==> src/rtl/btn_led_ctrl_n.sv <==
// Button front end (2-FF sync, debounce, press pulse) feeding a counter/toggle/running-light LED driver.
// BTN edge -> PRESS is 2 + DEB_CYC + 1 cycles; LEDS follow their source register by one cycle.
module btn_led_ctrl_n #(
    parameter int N_BTN   = 4,
    parameter int N_LED   = 4,
    parameter int DEB_CYC = 4,
    parameter int CNT_W   = 4
) (
    input  logic             clk,
    input  logic             reset,
    input  logic [N_BTN-1:0] BTN,
    input  logic [1:0]       MODE,
    output logic [N_BTN-1:0] PRESS,
    output logic [N_LED-1:0] LEDS
);

    localparam int            DW       = (DEB_CYC > 1) ? $clog2(DEB_CYC) : 1;
    localparam logic [DW-1:0] DEB_LAST = DW'(DEB_CYC - 1);

    logic [N_BTN-1:0] sync1_q, sync2_q;
    logic [N_BTN-1:0] deb_q, deb_d, deb_prev_q;
    logic [DW-1:0]    dcnt_q [N_BTN];
    logic [DW-1:0]    dcnt_d [N_BTN];
    logic [N_BTN-1:0] press_q, press_d;
    logic [N_BTN-1:0] tog_q, tog_d;
    logic [CNT_W-1:0] count_q, count_d;
    logic [N_LED-1:0] ptr_q, ptr_d;
    logic [N_LED-1:0] leds_q, leds_d;

    logic inc, dec, clr;

    // Counter only advances while the synced level disagrees with the accepted level.
    always_comb begin
        deb_d = deb_q;
        for (int i = 0; i < N_BTN; i++) begin
            dcnt_d[i] = '0;
            if (sync2_q[i] != deb_q[i]) begin
                if (dcnt_q[i] == DEB_LAST) begin
                    deb_d[i] = sync2_q[i];
                end else begin
                    dcnt_d[i] = dcnt_q[i] + DW'(1);
                end
            end
        end
    end

    assign press_d = deb_q & ~deb_prev_q;

    assign inc = press_q[0];
    assign dec = press_q[1];
    assign clr = press_q[2];

    always_comb begin
        count_d = count_q;
        ptr_d   = ptr_q;
        if (clr) begin
            count_d = '0;
            ptr_d   = N_LED'(1);
        end else if (inc && !dec) begin
            count_d = count_q + CNT_W'(1);
            ptr_d   = (ptr_q << 1) | (ptr_q >> (N_LED - 1));
        end else if (dec && !inc) begin
            count_d = count_q - CNT_W'(1);
            ptr_d   = (ptr_q >> 1) | (ptr_q << (N_LED - 1));
        end
    end

    assign tog_d = tog_q ^ press_q;

    // Size casts give zero-extension for narrow sources and low-bit truncation for wide ones.
    always_comb begin
        leds_d = '0;
        case (MODE)
            2'd0:    leds_d = N_LED'(count_q);
            2'd1:    leds_d = N_LED'(deb_q);
            2'd2:    leds_d = N_LED'(tog_q);
            default: leds_d = ptr_q;
        endcase
    end

    always_ff @(posedge clk or posedge reset) begin
        if (reset) begin
            sync1_q    <= '0;
            sync2_q    <= '0;
            deb_q      <= '0;
            deb_prev_q <= '0;
            for (int i = 0; i < N_BTN; i++) begin
                dcnt_q[i] <= '0;
            end
            press_q    <= '0;
            tog_q      <= '0;
            count_q    <= '0;
            ptr_q      <= N_LED'(1);
            leds_q     <= '0;
        end else begin
            sync1_q    <= BTN;
            sync2_q    <= sync1_q;
            deb_q      <= deb_d;
            deb_prev_q <= deb_q;
            for (int i = 0; i < N_BTN; i++) begin
                dcnt_q[i] <= dcnt_d[i];
            end
            press_q    <= press_d;
            tog_q      <= tog_d;
            count_q    <= count_d;
            ptr_q      <= ptr_d;
            leds_q     <= leds_d;
        end
    end

    assign PRESS = press_q;
    assign LEDS  = leds_q;

endmodule

==> config.mk <==
export PLATFORM = sky130hd
export DESIGN_NAME = btn_led_ctrl_n
export DESIGN_NICKNAME = d
export VERILOG_FILES = /design/src/rtl/btn_led_ctrl_n.sv
export SDC_FILE = /design/constraint.sdc
export NUM_CORES = 1
export LEC_CHECK = 0
export BUFFER_PORTS_ARGS = -buffer_cell sky130_fd_sc_hd__buf_2
export CAP_MARGIN = 20
export CORE_MARGIN = 2
export CORE_UTILIZATION = 23
export DETAILED_ROUTE_END_ITERATION = 7
export GPL_TIMING_DRIVEN = 0
export PLACE_DENSITY = 0.36
export SLEW_MARGIN = 25
export SYNTH_ARGS = -nofsm -noshare
export SYNTH_HDL_FRONTEND = slang
export SYNTH_SLANG_ARGS = --single-unit
==> constraint.sdc <==
create_clock -name clk -period 1.9 [get_ports clk]
set_input_delay 0.19 -clock clk [delete_from_list [all_inputs] [get_ports clk]]
set_output_delay 0.19 -clock clk [all_outputs]
set_load 0.02 [all_outputs]
== After elaboration in Yosys (flattened, before gate mapping) ==
Cells that the tools add are included.

* Bits in registers: 44
* Input bits: 8
* Word-level logic and storage cells: 62

* Add/sub/neg operators: 6
* Eq/ne operators: 10
* Muxes and demuxes: 15
* Bitwise logic cells: 5
* Reduce and logical (&&, ||, !) cells: 10

{| class="wikitable"
|+ Operator list
! cell !! number
|-
| 4-bit two-way mux || 6
|-
| 2-bit two-way mux || 8
|-
| 4-bit one-hot mux with 3 select lines || 1
|-
| 2-bit == test, second input constant || 5
|-
| 2-bit by 1-bit adder with 2-bit output, second input constant || 4
|-
| 2-bit AND reduction || 4
|-
| 4-bit by 1-bit adder with 4-bit output, second input constant || 1
|-
| 4-bit bitwise AND || 1
|-
| 1-bit != test || 4
|-
| 4-bit NOT || 1
|-
| 3-bit by 4-bit OR with 4-bit output || 1
|-
| 4-bit by 1-bit OR with 4-bit output || 1
|-
| 4-bit by 1-bit subtractor with 4-bit output, second input constant || 1
|-
| 4-bit XOR || 1
|-
| 3-bit nonzero test || 1
|-
| 2-bit by 1-bit == test with 1-bit output, second input constant || 1
|-
| 1-bit logical AND || 2
|-
| 1-bit zero test || 2
|-
| 2-bit zero test || 1
|}

== Depth between registers and ports, before layout ==
Gate-level depths: netlist of the first run.

* Word-level depth: 5
* Depth in mapped cells: 7

== Least setup slack after synthesis of the first run ==
No wires, ideal clock.

* Path type: reg-to-reg
* Start point: register press_q[1], in the netlist PRESS[1]
* End point: register count_q[3]
* Arrival: 1.834 ns
* Path slack: -0.006 ns
* Stages on the path, launching flop included: 7
* Buffers on the path: 1
* Cells stage by stage: dfrtp_1 > nand2b_1 > clkbuf_1 > ha_1 > a31o_1 > a2111oi_0 > nand4b_1

* Cells in the longest elaborated chain, start to end: 4
* Elaborated cells between the ends (all ways): 6

{| class="wikitable"
|+ Ends and longest elaborated chain
! what !! line !! source
|-
| from (decl) || 24 || <nowiki>logic [N_BTN-1:0] press_q, press_d;</nowiki>
|-
| from (signal assigned) || 103 || <nowiki>press_q <= press_d;</nowiki>
|-
| 1-bit zero test || 59 || <nowiki>end else if (inc && !dec) begin</nowiki>
|-
| 1-bit logical AND || 59 ||
|-
| 4-bit two-way mux || 59 ||
|-
| 4-bit two-way mux || 56 || <nowiki>if (clr) begin</nowiki>
|-
| to (signal assigned) || 105 || <nowiki>count_q <= count_d;</nowiki>
|-
| to (decl) || 26 || <nowiki>logic [CNT_W-1:0] count_q, count_d;</nowiki>
|}

Several ways; a longest one is shown, not always the timed one.
A chain may end at the register's enable or synchronous reset.

== Worst setup path in the final report of the first run ==
* Start point: register press_q[0], in the netlist PRESS[0]
* End point: register count_q[3]

* Cells in the longest elaborated chain, start to end: 3
* Elaborated cells between the ends (all ways): 6

{| class="wikitable"
|+ Ends and longest elaborated chain
! what !! line
|-
| 1-bit logical AND or 1-bit zero test (tied branches) || 59, 62
|-
| 4-bit two-way mux or 1-bit logical AND (tied branches) || 59, 62
|-
| 4-bit two-way mux or 3-bit nonzero test (tied branches) || --
|}

Several ways; a longest one is shown, not always the timed one.

==> results.json, run 1 <==
{
  "status": "complete, no violations",
  "critPathMaxFanout": 6,
  "place_congestion": 0.715,
  "period_needed_ns": 1.73,
  "synth_most_common_cell": "dfrtp_1",
  "core-area_sq_um": 7610,
  "start_util": 0.234,
  "peakVddDrop_mv": 0.482,
  "cts_buffers": 5,
  "crit_path_end_kind": "register",
  "drc_errors": 0,
  "final_core_util": 0.285,
  "ant_nets": 0,
  "finalMaxSlewViolations": 0,
  "finalHoldViolations": 0,
  "crit_path_max_incr_delay_ns": 0.52,
  "area_growth_syn_to_layout_pct": 22.2,
  "diodes": 0,
  "layout.nets": 167,
  "drtIter0Drc": 46,
  "relSlewSlack": 0.616,
  "drt_wl_total_mm": 3.21,
  "synth_cell_types": 36,
  "p_leak_nw": 0.954,
  "pwr-share-clk": 0.162,
  "tightest_slew_ns": 0.575,
  "synth-edff-count": 0,
  "critPathKind": "register to register",
  "cts_buffer_depth": 2,
  "swShare": 0.358,
  "cp_top_family": "compound AO/OA/AOI/OAI gates",
  "fill_cells": 795,
  "powerDensity_nw_per_um2": 1670,
  "max_freq_ghz": 0.579,
  "async_flop_share": 1.00,
  "route.vias.total": 1039,
  "die_area_sq_um": 8440,
  "ys_seq_area_frac": 0.620,
  "maxCapViolations": 0,
  "cp_slowest_cell": "dfrtp_1",
  "dp_hpwl_mm": 2.30,
  "grt_pass1_wl_mm": 5.49,
  "clk_pin_slew_worst_paths_ns": 0.08,
  "clock-sinks": 44,
  "cts_tree": "done",
  "rsz0062_at_grt": "false",
  "crit_chain": "nand2b_4 > ha_4 > a31o_1 > a2111oi_2 > nand4b_1",
  "synth_warnings": 0,
  "cts.htree.levels": 2,
  "wl_per_cell_um": 12.6,
  "p_sw_mw": 1.30,
  "arrival_ns": 1.95,
  "yosysTopAreaCell": "dfrtp_1",
  "core.rowCount": 32,
  "synth_area_sq_um": 1780,
  "synthCells": 126,
  "synth.ff_latch_count": 44,
  "synthTopCellsByArea": "dfrtp_1 (61%), mux4_2 (5.1%), ha_1 (4.2%)",
  "setup_viol_count_final": 0,
  "antenna_found_initial": 0,
  "hold_class": "input pin to register",
  "holdWs_ns": 0.261,
  "die_w_um": 91.9,
  "routed_via_density": 4.06,
  "cp_num_buf_inv": 0,
  "postCtsSetupRepairBufs": 0,
  "grt_pass1_vias": 1126,
  "period_share": 0.908,
  "synth_top_area_share": 0.606,
  "worst_clock_skew_ns": 0.00646,
  "grt_use_total": 0.0849,
  "share_seq_of_total_power": 0.452,
  "drtPass1Iterations": 4,
  "syn-num-nets": 140,
  "ys_top_cells_by_count": "dfrtp_1 (43), nor2b_1 (8), nor3_1 (7), xor2_1 (7), ha_1 (6)",
  "grt_max_degree": 26,
  "avgSynthCellArea_sq_um": 14.1,
  "root_buffer": "clkbuf_8",
  "timing.setup.tns_ns": 0,
  "synth_ff_type": "dfrtp_1",
  "cp_data_required_time_ns": 2.12,
  "io_pins": 16,
  "die_h_um": 91.9,
  "overflow": 0,
  "drive_above_1_share": 0.286,
  "clk_latency_ns": 0.29,
  "portBuffers": 15,
  "p_comb_frac": 0.385,
  "p_int_mw": 2.33,
  "cp-start-kind": "register"
}
## cells in the final DEF, fill, tap and decap left out, drive strengths merged, types with 4 or more instances in the layout
master / netlist / layout
xor2: 7 / 7
mux2: 4 / 4
clkbuf: 2 / 9
nor3: 7 / 7
xnor2: 4 / 4
mux4: 4 / 4
nor2b: 8 / 8
buf: 2 / 18
a211oi: 4 / 4
dfrtp: 43 / 43
ha: 6 / 6
dlygate4sd3: 0 / 5
## power by group through the flow
stage	clock (mW)	combinational [mW]	sequential, mW
final	0.589	1.40	1.64
after global routing	0.667	1.58	1.69
after floorplan	0	0.961	1.66
after global placement	0	1.31	1.63
after detailed placement	0	1.35	1.65
after CTS	0.626	1.40	1.64
## flip-flops by register name, summed over array words and instances (netlist names)
name and count:
count_q 4, LEDS 4, deb_q 4, sync2_q 4, tog_q 4, deb_prev_q 4
sync1_q 4, dcnt_q 8, PRESS 4, ptr_q 4
## what timing repair did
action | in CTS | in global routing
hold endpoints to repair | 28 | 0
hold buffers | 5 | 0
gates cloned | 0 | 0
setup endpoints to repair | 1 | 1
resized for setup | 3 | 2
## path summary, 6_finish.rpt
check                           slack [ns]  startpoint          to  cells after the start
worst max register to register        0.17    PRESS[0]  count_q[3]                      5
min in group asynchronous             0.51       reset    ptr_q[1]                      3
worst max-delay path                  0.17    PRESS[0]  count_q[3]                      5
max in group asynchronous             0.82       reset    ptr_q[0]                      4
worst min register to register        0.35  sync1_q[0]  sync2_q[0]                      0
worst min-delay path                  0.26     MODE[0]     LEDS[0]                      2
## area by class of cell
class                           count  area [sq um]  area share
Buffer                              3          30.0      0.0138
Clock buffer                        8          90.1      0.0415
Sequential cell                    44          1100       0.508
Tap cell                          102           128      0.0588
Multi-Input combinational cell     75           656       0.302
Timing Repair Buffer               21           153      0.0703
Inverter                            3          11.3     0.00519
## logic make-up after synthesis
group / Yosys count / share of synthesized area
buf+inv: 7 / 0.0253
fa+ha+maj: 6 / 0.0423
simple gates: 31 / 0.104
compound gates: 17 / 0.0662
mux: 10 / 0.0873
flops: 44 / 0.620
xor+xnor: 11 / 0.0542
## layer usage
metal  vias to the layer above  GRT usage  share of wire
met5                         -          0              0
met4                         0     0.0473          0.026
met3                         9     0.0205          0.024
met2                        13      0.141           0.50
met1                       520      0.101           0.45
li1                        497          -              -
## metrics by stage
step | power, mW | instance area [sq um] | setup slack (ns) | instances
floorplan | 2.62 | 1780 | 0.0336 | 126
global placement | 2.94 | 1980 | -0.0469 | 243
detailed placement | 3.00 | 2010 | -0.138 | 244
CTS | 3.67 | 2160 | 0.0462 | 256
global route | 3.94 | 2170 | 0.0395 | 256
finish | 3.63 | 2170 | 0.174 | 256
No activity file was read; power rests on OpenSTA's default activity.
==> inputs of run 2 (changes only) <==
- ABC_CLOCK_PERIOD_IN_PS: unset -> 1900
- BUFFER_PORTS_ARGS: -buffer_cell sky130_fd_sc_hd__buf_2 -> unset
- DONT_BUFFER_PORTS: unset -> 1
- PLACE_DENSITY: 0.36 -> 0.34
==> results.json, run 2 (same netlist as run 1, synthesis figures left out) <==
{
  "hold_class": "input pin to register",
  "area_growth_syn_to_layout_pct": 18.2,
  "peakVddDrop_mv": 0.344,
  "grt_pass1_vias": 1045,
  "io_pins": 16,
  "drc_errors": 0,
  "share_seq_of_total_power": 0.492,
  "route.vias.total": 1003,
  "tightest_slew_ns": 0.548,
  "r2r_setup_slack_ns": 0.13,
  "die_h_um": 91.9,
  "drt_wl_total_mm": 3.19,
  "rsz0062_at_grt": "false",
  "drtIter0Drc": 18,
  "clk_latency_ns": 0.29,
  "hp-start": "MODE[0]",
  "worst_clock_skew_ns": 0.00426,
  "max_freq_ghz": 0.566,
  "ant_nets": 0,
  "clock-sinks": 44,
  "cts_buffer_depth": 2,
  "cp_data_required_time_ns": 2.13,
  "start_util": 0.234,
  "drive_above_1_share": 0.223,
  "finalHoldViolations": 0,
  "layout.nets": 152,
  "root_buffer": "clkbuf_8",
  "final_common_cell": "dfrtp_1",
  "fill_cells": 799,
  "maxCapViolations": 0,
  "status": "complete, no violations",
  "drtPass1Iterations": 4,
  "period_needed_ns": 1.77,
  "powerDensity_nw_per_um2": 1710,
  "swShare": 0.367,
  "crit_path_end_kind": "register",
  "die_area_sq_um": 8440,
  "setup_viol_count_final": 0,
  "cts_buffers": 5,
  "min_to": "LEDS[0]",
  "wl_per_cell_um": 13.2,
  "final_cell_mix": "dfrtp_1 (41), nor2b_1 (8), clkbuf_8 (7), xor2_1 (7), nor3_1 (7)",
  "clk_pin_slew_worst_paths_ns": 0.09,
  "arrival_ns": 2.00,
  "regMostFlops": "dcnt_q",
  "p_comb_frac": 0.334,
  "diodes": 0,
  "regArea_sq_um": 1100,
  "p_int_mw": 2.27,
  "grt_use_total": 0.0822,
  "critPathMaxFanout": 6,
  "pwr-share-clk": 0.174,
  "p_leak_nw": 0.885,
  "cts_tree": "done",
  "portBuffers": 0,
  "routed_via_density": 4.16,
  "reg2reg_from": "PRESS[1]",
  "core-area_sq_um": 7610,
  "setup_ws_ns": 0.133,
  "largest_register_ff_count": 8,
  "period_share": 0.930,
  "cp-start-kind": "register",
  "cts.htree.levels": 2,
  "postCtsSetupRepairBufs": 0,
  "place_congestion": 0.691,
  "final_core_util": 0.276,
  "holdPathStages": 1,
  "die_w_um": 91.9,
  "antenna_found_initial": 0,
  "r2r_cells": 5,
  "dp_hpwl_mm": 2.28,
  "core.rowCount": 32,
  "relSlewSlack": 0.634,
  "grt_pass1_wl_mm": 5.29,
  "grt_max_degree": 25,
  "dp_slack_ns": -0.180,
  "finalMaxSlewViolations": 0,
  "critPathKind": "register to register",
  "overflow": 0,
  "r2r_end": "count_q[3]",
  "p_sw_mw": 1.31,
  "multi_input_area_sq_um": 651
}
run 2: metal layers:
layer / global-route usage / vias up / wire length, um
met5: 0 / - / 0
met4: 0.0410 / 0 / 82
met3: 0.0255 / 8 / 128
met2: 0.135 / 20 / 1600
met1: 0.0975 / 513 / 1370
li1: - / 462 / -
run 2: stage by stage:
step           hold slack [ns]  cells  total power [mW]  setup TNS (ns)  instance area (sq um)
2_1_floorplan            0.221    126              2.62               0                   1780
4_1_cts                 0.0616    241              3.59               0                   2090
3_3_place_gp             0.221    228              2.86          -0.147                   1910
6_report                0.0722    241              3.58               0                   2100
5_1_grt                 0.0652    241              3.88               0                   2100
3_5_place_dp             0.165    229              2.93          -0.183                   1930
run 2: worst max-delay path: stages (launching register included):
cell and delay [ns]:
dfrtp_2 0.49, nand2b_4 0.21, ha_4 0.25, a31o_1 0.23, a2111oi_1 0.36, nand4b_1 0.16
run 2: worst max-delay path by stage:
stage                   from    endpoint  slack, ns
floorplan           PRESS[1]  count_q[3]       0.03
CTS                 PRESS[1]  count_q[3]      0.004
global placement    PRESS[0]  count_q[3]      -0.15
detailed placement  PRESS[0]  count_q[3]      -0.18
global route        PRESS[1]  count_q[3]       0.01
finish              PRESS[1]  count_q[3]       0.13
run 2: timing repair:
item | 4_1_cts | 5_1_grt
hold buffers | 5 | 0
gates resized for setup | 3 | 2
cloned | 0 | 0
endpoints found under the setup margin | 2 | 1
endpoints found under the hold margin | 27 | 0
run 2: power groups by stage:
stage / registers, mW / clock network [mW] / logic [mW]
2_1_floorplan: 1.66 / 0 / 0.961
6_report: 1.76 / 0.623 / 1.20
3_5_place_dp: 1.77 / 0 / 1.16
4_1_cts: 1.76 / 0.651 / 1.18
3_3_place_gp: 1.76 / 0 / 1.10
5_1_grt: 1.82 / 0.699 / 1.36
run 2: layout make-up:
type	count	share of cell area
plain buffers	3	0.0143
well taps	102	0.0608
multi-input cells	75	0.310
flip-flops and latches	44	0.526
clock buffers	6	0.0393
inverters	3	0.00536
repair buffers	6	0.0369
clock inverters	2	0.00715
==> inputs of run 3 (changes only) <==
- PLACE_DENSITY: 0.34 -> 0.37
==> results.json, run 3 (same netlist as run 1, synthesis figures left out) <==
{
  "core-area_sq_um": 7610,
  "final_core_util": 0.274,
  "dp_cells": 229,
  "portBuffers": 0,
  "cts_buffer_depth": 2,
  "critPathKind": "register to register",
  "regMostFlops": "dcnt_q",
  "crit_path_max_incr_delay_ns": 0.49,
  "share_seq_of_total_power": 0.495,
  "core.rowCount": 32,
  "powerDensity_nw_per_um2": 1700,
  "p_comb_frac": 0.334,
  "clk_latency_ns": 0.29,
  "top_layer_used": "met4",
  "max_freq_ghz": 0.570,
  "finalHoldViolations": 0,
  "clk_pin_slew_worst_paths_ns": 0.09,
  "period_share": 0.923,
  "drt_wl_total_mm": 3.24,
  "largest_register_ff_count": 8,
  "crit_chain": "nand2b_4 > xor2_1 > ha_1 > or3_1 > a21oi_1 > nor3_1",
  "rsz0062_at_grt": "false",
  "drtIter0Drc": 20,
  "die_w_um": 91.9,
  "drc_errors": 0,
  "cp_slowest_cell": "dfrtp_2",
  "relSlewSlack": 0.717,
  "die_h_um": 91.9,
  "p_int_mw": 2.26,
  "routed_via_density": 4.11,
  "antenna_found_initial": 0,
  "start_util": 0.234,
  "maxCapViolations": 0,
  "clock-sinks": 44,
  "peakVddDrop_mv": 0.481,
  "worst_clock_skew_ns": 0.0111,
  "status": "complete, no violations",
  "tightest_slew_ns": 0.424,
  "crit_path_end_kind": "register",
  "place_congestion": 0.760,
  "fin_cells": 241,
  "grt_pass1_wl_mm": 5.78,
  "final_common_cell": "dfrtp_1",
  "dp_hpwl_mm": 2.35,
  "grt_pass1_vias": 1138,
  "die_area_sq_um": 8440,
  "grt_max_degree": 27,
  "dp_slack_ns": -0.222,
  "hold_class": "input pin to register",
  "critPathMaxFanout": 6,
  "wl_met1_mm": 1.36,
  "wl_met3_um": 109,
  "area_growth_syn_to_layout_pct": 17.5,
  "route.met2.wl_mm": 1.70,
  "finalMaxSlewViolations": 0,
  "cts_tree": "done",
  "cp-start-kind": "register",
  "cts_buffers": 5,
  "diodes": 0,
  "timing.setup.tns_ns": 0,
  "drive_above_1_share": 0.216,
  "arrival_ns": 1.94,
  "overflow": 0,
  "cts.htree.levels": 2,
  "grt_use_total": 0.0890,
  "setup_ws_ns": 0.146,
  "p_leak_nw": 0.883,
  "period_needed_ns": 1.75,
  "route.vias.total": 991,
  "wl_per_cell_um": 13.4,
  "cp_data_required_time_ns": 2.09,
  "drtPass1Iterations": 2,
  "final_cell_mix": "dfrtp_1 (41), nor2b_1 (8), clkbuf_8 (7), xor2_1 (7), nor3_1 (7)",
  "swShare": 0.363,
  "pwr-share-clk": 0.171,
  "root_buffer": "clkbuf_8",
  "fill_cells": 804,
  "io_pins": 16,
  "ant_nets": 0,
  "p_sw_mw": 1.29,
  "setup_viol_count_final": 0,
  "layout.nets": 152
}
[run 3: final timing paths]
| path | startpoint | endpoint | slack, ns | cells after the start |
|---|---|---|---|---|
| setup / recovery | PRESS[1] | count_q[2] | 0.15 | 6 |
| max in group asynchronous | reset | ptr_q[0] | 1.00 | 3 |
| hold reg to reg | sync1_q[1] | sync2_q[1] | 0.35 | 0 |
| hold / removal | MODE[0] | LEDS[3] | 0.08 | 1 |
| min in group asynchronous | reset | deb_q[3] | 0.34 | 2 |
| setup reg to reg | PRESS[1] | count_q[2] | 0.15 | 6 |
[run 3: layer usage]
metal,global-route usage,up-vias
met2,0.151,13
met1,0.102,506
li1,-,466
met4,0.0498,0
met5,0,-
met3,0.0230,6
[run 3: power groups by stage]
stage	sequential, mW	clock (mW)	combinational, mW
6_report	1.76	0.607	1.19
2_1_floorplan	1.66	0	0.961
3_3_place_gp	1.76	0	1.11
4_1_cts	1.77	0.640	1.18
3_5_place_dp	1.78	0	1.15
5_1_grt	1.83	0.681	1.36
[run 3: worst max-delay path, delay by kind of cell, from the launching register on]
| kind | cells | cell delay [ns] |
|---|---|---|
| xor+xnor | 1 | 0.16 |
| compound gates | 1 | 0.15 |
| simple gates | 3 | 0.63 |
| fa+ha+maj | 1 | 0.22 |
| flops | 1 | 0.49 |
[run 3: timing repair]
item | 4_1_cts | 5_1_grt
endpoints found under the setup margin | 2 | 1
hold buffers | 5 | 0
pin swaps | 0 | 0
hold endpoints to repair | 22 | 0
resized for setup | 3 | 1
setup buffers | 0 | 0
[run 3: final cells by class]
class,count,area (sq um),area share
tap,102,128,0.0612
sequential,44,1100,0.529
timing repair buffer,6,70.1,0.0336
clock inverter,1,7.51,0.00360
inverter,3,11.3,0.00540
buffer,3,30.0,0.0144
multi-input combinational,75,649,0.311
clock buffer,7,86.3,0.0414
[run 3: per-stage QoR]
step           area [sq um]  hold WS (ns)  total power, mW
2_1_floorplan          1780         0.221             2.62
3_3_place_gp           1910         0.221             2.87
3_5_place_dp           1930         0.107             2.93
4_1_cts                2070        0.0665             3.59
5_1_grt                2090        0.0647             3.87
6_report               2090        0.0753             3.55
